--- config.mk ---
export PLATFORM = sky130hd
export DESIGN_NAME = vending_controller
export DESIGN_NICKNAME = d
export VERILOG_FILES = /design/src/rtl/vending_controller.sv
export SDC_FILE = /design/constraint.sdc
export NUM_CORES = 1
export LEC_CHECK = 0
export BUFFER_PORTS_ARGS = -buffer_cell sky130_fd_sc_hd__buf_2
export CORE_ASPECT_RATIO = 1.5
export CORE_MARGIN = 2
export CORE_UTILIZATION = 54
export CTS_BUF_LIST = sky130_fd_sc_hd__clkbuf_4 sky130_fd_sc_hd__clkbuf_8
export DETAILED_ROUTE_END_ITERATION = 8
export PLACE_DENSITY_LB_ADDON = 0.15
export RECOVER_POWER = 25
export SETUP_SLACK_MARGIN = 0.05
export SYNTH_ARGS = -nofsm -noshare
export SYNTH_HDL_FRONTEND = slang
export SYNTH_SLANG_ARGS = --single-unit
--- constraint.sdc ---
create_clock -name clock -period 4.2 [get_ports clock]
set_input_delay 0.21 -clock clock [delete_from_list [all_inputs] [get_ports clock]]
set_output_delay 0.21 -clock clock [all_outputs]
set_load 0.01 [all_outputs]
--- src/rtl/vending_controller.sv ---
// Multi-item vending controller: one shared credit accumulator in 5-cent units,
// per-item prices by parameter. Define VENDING_DIME_CHANGE_EN to pay change in dimes first.
module vending_controller #(
    parameter int                            NUM_ITEMS  = 4,
    parameter int                            CREDIT_W   = 6,
    parameter logic [NUM_ITEMS*CREDIT_W-1:0] PRICES     = {6'd5, 6'd4, 6'd3, 6'd2},
    parameter int                            MAX_CREDIT = 20
) (
    input  logic                         clock,
    input  logic                         reset,
    input  logic [$clog2(NUM_ITEMS)-1:0] item_sel,
    input  logic                         buy,
    input  logic                         cancel,
    input  logic                         nickel_in,
    input  logic                         dime_in,
    input  logic                         quarter_in,
    output logic                         dispense,
    output logic [$clog2(NUM_ITEMS)-1:0] dispensed_item,
    output logic                         nickel_out,
`ifdef VENDING_DIME_CHANGE_EN
    output logic                         dime_out,
`endif
    output logic                         coin_reject,
    output logic                         buy_error,
    output logic [CREDIT_W-1:0]          credit,
    output logic                         busy
);

    localparam int SEL_W = $clog2(NUM_ITEMS);

    localparam logic [1:0] ST_ACCEPT = 2'd0;
    localparam logic [1:0] ST_VEND   = 2'd1;
    localparam logic [1:0] ST_CHANGE = 2'd2;

    localparam logic [SEL_W:0]    NUM_SEL = (SEL_W+1)'(NUM_ITEMS);
    localparam logic [CREDIT_W:0] MAX_EXT = (CREDIT_W+1)'(MAX_CREDIT);

    function automatic logic [CREDIT_W-1:0] price_of(input logic [SEL_W-1:0] sel);
        logic [CREDIT_W-1:0] p;
        p = '0;
        for (int i = 0; i < NUM_ITEMS; i++) begin
            if (sel == SEL_W'(i)) p = PRICES[i*CREDIT_W +: CREDIT_W];
        end
        return p;
    endfunction

    logic [1:0]          state_q, state_d;
    logic [CREDIT_W-1:0] credit_q, credit_d;
    logic                dispense_q, dispense_d;
    logic [SEL_W-1:0]    item_q, item_d;
    logic                reject_q, reject_d;
    logic                berr_q, berr_d;

    logic [1:0]          coin_cnt;
    logic                any_coin;
    logic                multi_coin;
    logic [CREDIT_W:0]   coin_val;
    logic [CREDIT_W:0]   coin_sum;
    logic [CREDIT_W-1:0] price;
    logic                sel_ok;
    logic                can_buy;

    assign coin_cnt   = {1'b0, nickel_in} + {1'b0, dime_in} + {1'b0, quarter_in};
    assign any_coin   = nickel_in | dime_in | quarter_in;
    assign multi_coin = (coin_cnt > 2'd1);

    always_comb begin
        coin_val = (CREDIT_W+1)'(1);
        if (quarter_in)   coin_val = (CREDIT_W+1)'(5);
        else if (dime_in) coin_val = (CREDIT_W+1)'(2);
    end

    // One bit wider than credit so the ceiling compare cannot wrap.
    assign coin_sum = {1'b0, credit_q} + coin_val;
    assign price    = price_of(item_sel);
    assign sel_ok   = ({1'b0, item_sel} < NUM_SEL);
    assign can_buy  = sel_ok && (credit_q >= price);

    always_comb begin
        state_d    = state_q;
        credit_d   = credit_q;
        dispense_d = 1'b0;
        item_d     = item_q;
        reject_d   = 1'b0;
        berr_d     = 1'b0;
        case (state_q)
            ST_ACCEPT: begin
                if (cancel) begin
                    reject_d = any_coin;
                    if (credit_q != '0) state_d = ST_CHANGE;
                end else if (buy && can_buy) begin
                    credit_d   = credit_q - price;
                    item_d     = item_sel;
                    dispense_d = 1'b1;
                    reject_d   = any_coin;
                    state_d    = ST_VEND;
                end else begin
                    berr_d = buy;
                    if (multi_coin) begin
                        reject_d = 1'b1;
                    end else if (any_coin) begin
                        if (coin_sum <= MAX_EXT) credit_d = coin_sum[CREDIT_W-1:0];
                        else                     reject_d = 1'b1;
                    end
                end
            end
            ST_VEND: begin
                berr_d   = buy;
                reject_d = any_coin;
                state_d  = (credit_q != '0) ? ST_CHANGE : ST_ACCEPT;
            end
            ST_CHANGE: begin
                berr_d   = buy;
                reject_d = any_coin;
`ifdef VENDING_DIME_CHANGE_EN
                credit_d = (credit_q >= CREDIT_W'(2)) ? credit_q - CREDIT_W'(2) : '0;
`else
                credit_d = (credit_q != '0) ? credit_q - CREDIT_W'(1) : '0;
`endif
                if (credit_d == '0) state_d = ST_ACCEPT;
            end
            default: begin
                state_d  = ST_ACCEPT;
                credit_d = '0;
            end
        endcase
    end

    always_ff @(posedge clock or posedge reset) begin
        if (reset) begin
            state_q    <= ST_ACCEPT;
            credit_q   <= '0;
            dispense_q <= 1'b0;
            item_q     <= '0;
            reject_q   <= 1'b0;
            berr_q     <= 1'b0;
        end else begin
            state_q    <= state_d;
            credit_q   <= credit_d;
            dispense_q <= dispense_d;
            item_q     <= item_d;
            reject_q   <= reject_d;
            berr_q     <= berr_d;
        end
    end

    assign dispense       = dispense_q;
    assign dispensed_item = item_q;
    assign coin_reject    = reject_q;
    assign buy_error      = berr_q;
    assign credit         = credit_q;
    assign busy           = (state_q != ST_ACCEPT);

`ifdef VENDING_DIME_CHANGE_EN
    assign dime_out   = (state_q == ST_CHANGE) && (credit_q >= CREDIT_W'(2));
    assign nickel_out = (state_q == ST_CHANGE) && (credit_q == CREDIT_W'(1));
`else
    assign nickel_out = (state_q == ST_CHANGE);
`endif

endmodule

==> impl_metrics.json <==
{
  "vias": 1271,
  "worstSetupPathDepth": 9,
  "antenna-diode-count": 0,
  "async_reset_ff_share_pct": 100,
  "die_h_um": 67.7,
  "final-setup-viol-count": 0,
  "critPathKind": "register to register",
  "postCtsSetupRepairBufs": 0,
  "dieArea_um2": 3150,
  "switching_share_pct": 49.8,
  "chipWidth_um": 46.5,
  "slowest_delay_ps": 450,
  "port_buffers": 21,
  "power_frac_seq_pct": 20.5,
  "area_growth_pct": 10.4,
  "dp_hpwl_mm": 2.76,
  "pwr-share-comb_pct": 70.9,
  "grt_pass1_vias": 1249,
  "worstSetupStartpoint": "credit[0]",
  "drive_above_1_share_pct": 30.4,
  "ys_ff_latch": 13,
  "io_pins": 22,
  "final_util_pct": 61.6,
  "clkLatencyLatePin_ps": 240,
  "core_um2": 2620,
  "grt_max_degree": 18,
  "num_rows": 23,
  "syn-num-nets": 172,
  "first_iter_violations": 34,
  "dr.pass1.iters": 4,
  "rsz0062_at_grt": "no",
  "vdd_drop_max_uv": 396,
  "nNetsFinal": 192,
  "rrSetupSlack_ps": 1480,
  "reg2reg_depth": 9,
  "h-tree-depth": 1,
  "vias_per_cell": 6.20,
  "tns_ps": 0,
  "endpoint": "credit[3]",
  "antenna_left": 0,
  "cts_tree": "built",
  "power.share.clock_pct": 8.6,
  "finalPower_mw": 1.38,
  "power.leakage_nw": 0.712,
  "syn_inst": 149,
  "wl_per_cell_um": 17.0,
  "fin_crit_ps": 2720,
  "crit_path_start_kind": "register",
  "grtUsageTotal_pct": 25.3,
  "clock-root-buffer": "clkbuf_8",
  "dp_cells": 201,
  "slew_headroom_pct": 57.1,
  "synth.avg_cell_area_um2": 9.81,
  "synth_cell_type_count": 59,
  "synthesis.area_um2": 1460,
  "hold_buffers": 0,
  "grt_first_pass_wirelength_mm": 5.71,
  "worst-slew-pin-transition_ps": 644,
  "seq_area_frac_synth_pct": 22.3,
  "cts_resized": 0,
  "cts.clk_slew.worst_paths_ps": 60,
  "drcViolationCount": 0,
  "fin_skew_ps": 3.40,
  "fmax_ghz": 0.368,
  "status": "complete, but fails checks",
  "cts.sinks": 13,
  "cts_buffer_depth": 2,
  "worstPathMaxFanout": 10,
  "pwr_density_cell_nw_per_um2": 857,
  "finalHoldViolations": 13,
  "required_ps": 4360,
  "cap_violations": 0,
  "hold_path.class": "input pin to asynchronous set/reset pin",
  "antenna_found_initial": 0,
  "synthFlopType": "dfrtp_1",
  "intPower_mw": 0.695,
  "worstPathArrival_ps": 2870,
  "rr_startpoint": "credit[0]",
  "period_share_pct": 64.7,
  "slew_violations": 0,
  "p_switching_mw": 0.689,
  "gp_congestion": 0.980,
  "start_util_pct": 55.8,
  "crit_buf_inv": 1,
  "overflow": 0,
  "worstPathCellList": "inv_1, ha_1, fa_1, nor2b_1, nor3_4, a21boi_4, mux2_4, o221a_1, a211oi_2",
  "holdWs_ps": -13.3,
  "violations": "negative hold slack",
  "numCtsBuffers": 3,
  "final_cell_count_no_fill": 205,
  "end_kind": "register",
  "cp_slowest_cell": "dfrtp_1",
  "synth_edf_count": 0,
  "wl_mm": 3.49,
  "path_delay_family": "compound AO/OA/AOI/OAI gates",
  "ys_warn_count": 0,
  "r2r-end": "credit[3]"
}
[metal layers]
| metal | part of all wire [%] | global-route usage (%) | up-vias |
|---|---|---|---|
| met5 | 0 | 0 | - |
| met2 | 51 | 42.9 | 40 |
| met4 | 3.9 | 13.6 | 0 |
| li1 | - | - | 603 |
| met3 | 3.4 | 1.60 | 11 |
| met1 | 41 | 30.7 | 617 |
[metrics by stage]
step	worst slack, ps	instance area (um^2)
after global placement	1530	1570
after global routing	1320	1610
final	1480	1610
after detailed placement	1500	1570
after floorplan	1730	1460
after CTS	1480	1610
[sequential cells by signal, indices dropped and copies added, names as in the netlist]
register and cells:
buy_error 1, coin_reject 1, credit 6, dispense 1, dispensed_item 2, state_q 2
[logic make-up (layout without fill, tap and decap cells)]
kind of cell / count (synthesis) / count (layout) / share of synthesized area [%]
AO/OA/AOI/OAI: 47 / 47 / 27.5
XOR/XNOR: 4 / 4 / 2.40
adder cells (fa/ha/maj): 14 / 14 / 13.0
buffers and inverters: 20 / 39 / 6.85
flip-flops: 13 / 13 / 22.3
multiplexers: 7 / 7 / 5.99
AND/OR/NAND/NOR: 44 / 44 / 22.0
[synthesized netlist by cell type, drive strengths merged, types with 2 or more instances]
master | instances | area [um^2]
a211oi | 3 | 32.5
a21boi | 2 | 26.3
a21oi | 9 | 48.8
a31oi | 3 | 18.8
a32oi | 3 | 33.8
buf | 5 | 43.8
dfrtp | 13 | 325
fa | 2 | 40.0
ha | 12 | 150
inv | 14 | 52.6
mux2 | 5 | 67.6
mux2i | 2 | 20.0
nand2 | 8 | 37.5
nand2b | 3 | 18.8
nand4b | 2 | 17.5
nor2 | 3 | 11.3
nor2b | 4 | 25.0
nor3 | 3 | 37.5
nor3b | 2 | 15.0
nor4 | 3 | 33.8
o211ai | 2 | 15.0
o21ai | 12 | 71.3
o22ai | 2 | 12.5
or3 | 7 | 51.3
or4 | 3 | 22.5
xnor2 | 3 | 26.3
[cell type report]
type	instances	area, um^2
Clock buffer	4	48.8
Fill cell	246	1000
Inverter	14	52.6
Multi-Input combinational cell	116	1040
Sequential cell	13	325
Tap cell	37	46.3
Timing Repair Buffer	21	105
[how the worst min path moves through the flow]
| stage | from | endpoint | slack [ps] | depth (start not counted) |
|---|---|---|---|---|
| 5_1_grt | reset | dispense | 30 | 2 |
| 2_1_floorplan | reset | buy_error | 90 | 1 |
| 4_1_cts | reset | dispense | 0.8 | 2 |
| 3_3_place_gp | reset | dispense | 250 | 2 |
| 3_5_place_dp | reset | dispense | 270 | 2 |
| 6_report | reset | dispense | -10 | 2 |
[cell usage in the layout, fill, tap and decap left out, types with 2 or more instances in the layout]
cell type and instances:
buf_2 21, inv_1 13, dfrtp_1 13, ha_1 12, o21ai_0 9, a21oi_1 8
nand2_1 7, nor2b_1 4, or3_1 4, nand2b_1 3, mux2_4 3, nor2_1 3
a31oi_1 3, or4_1 3, xnor2_1 3, clkbuf_8 3, or3_2 2, mux2i_1 2
o22ai_1 2, nor3b_1 2, nand4b_1 2, a211oi_2 2, nor3_4 2, mux2_2 2
o211ai_1 2, o21ai_1 2, nor4_1 2, a32oi_1 2, fa_1 2
[worst register-to-register path, delay by kind of cell (launching register included)]
kind | cells | cell delay [ps]
muxes | 1 | 350
buffers and inverters | 1 | 90
DFF | 1 | 450
and+or+nand+nor | 2 | 320
adders and majority gates | 2 | 630
AOI/OAI and AO/OA | 3 | 790
[power groups by stage]
stage / Clock [mW] / Combinational [mW] / Sequential (mW)
after global routing: 0.130 / 1.07 / 0.294
after floorplan: 0 / 0.787 / 0.259
after detailed placement: 0 / 0.966 / 0.286
final: 0.120 / 0.981 / 0.283
after global placement: 0 / 0.948 / 0.284
after CTS: 0.123 / 0.974 / 0.284
(Power assumes the default switching activity.)
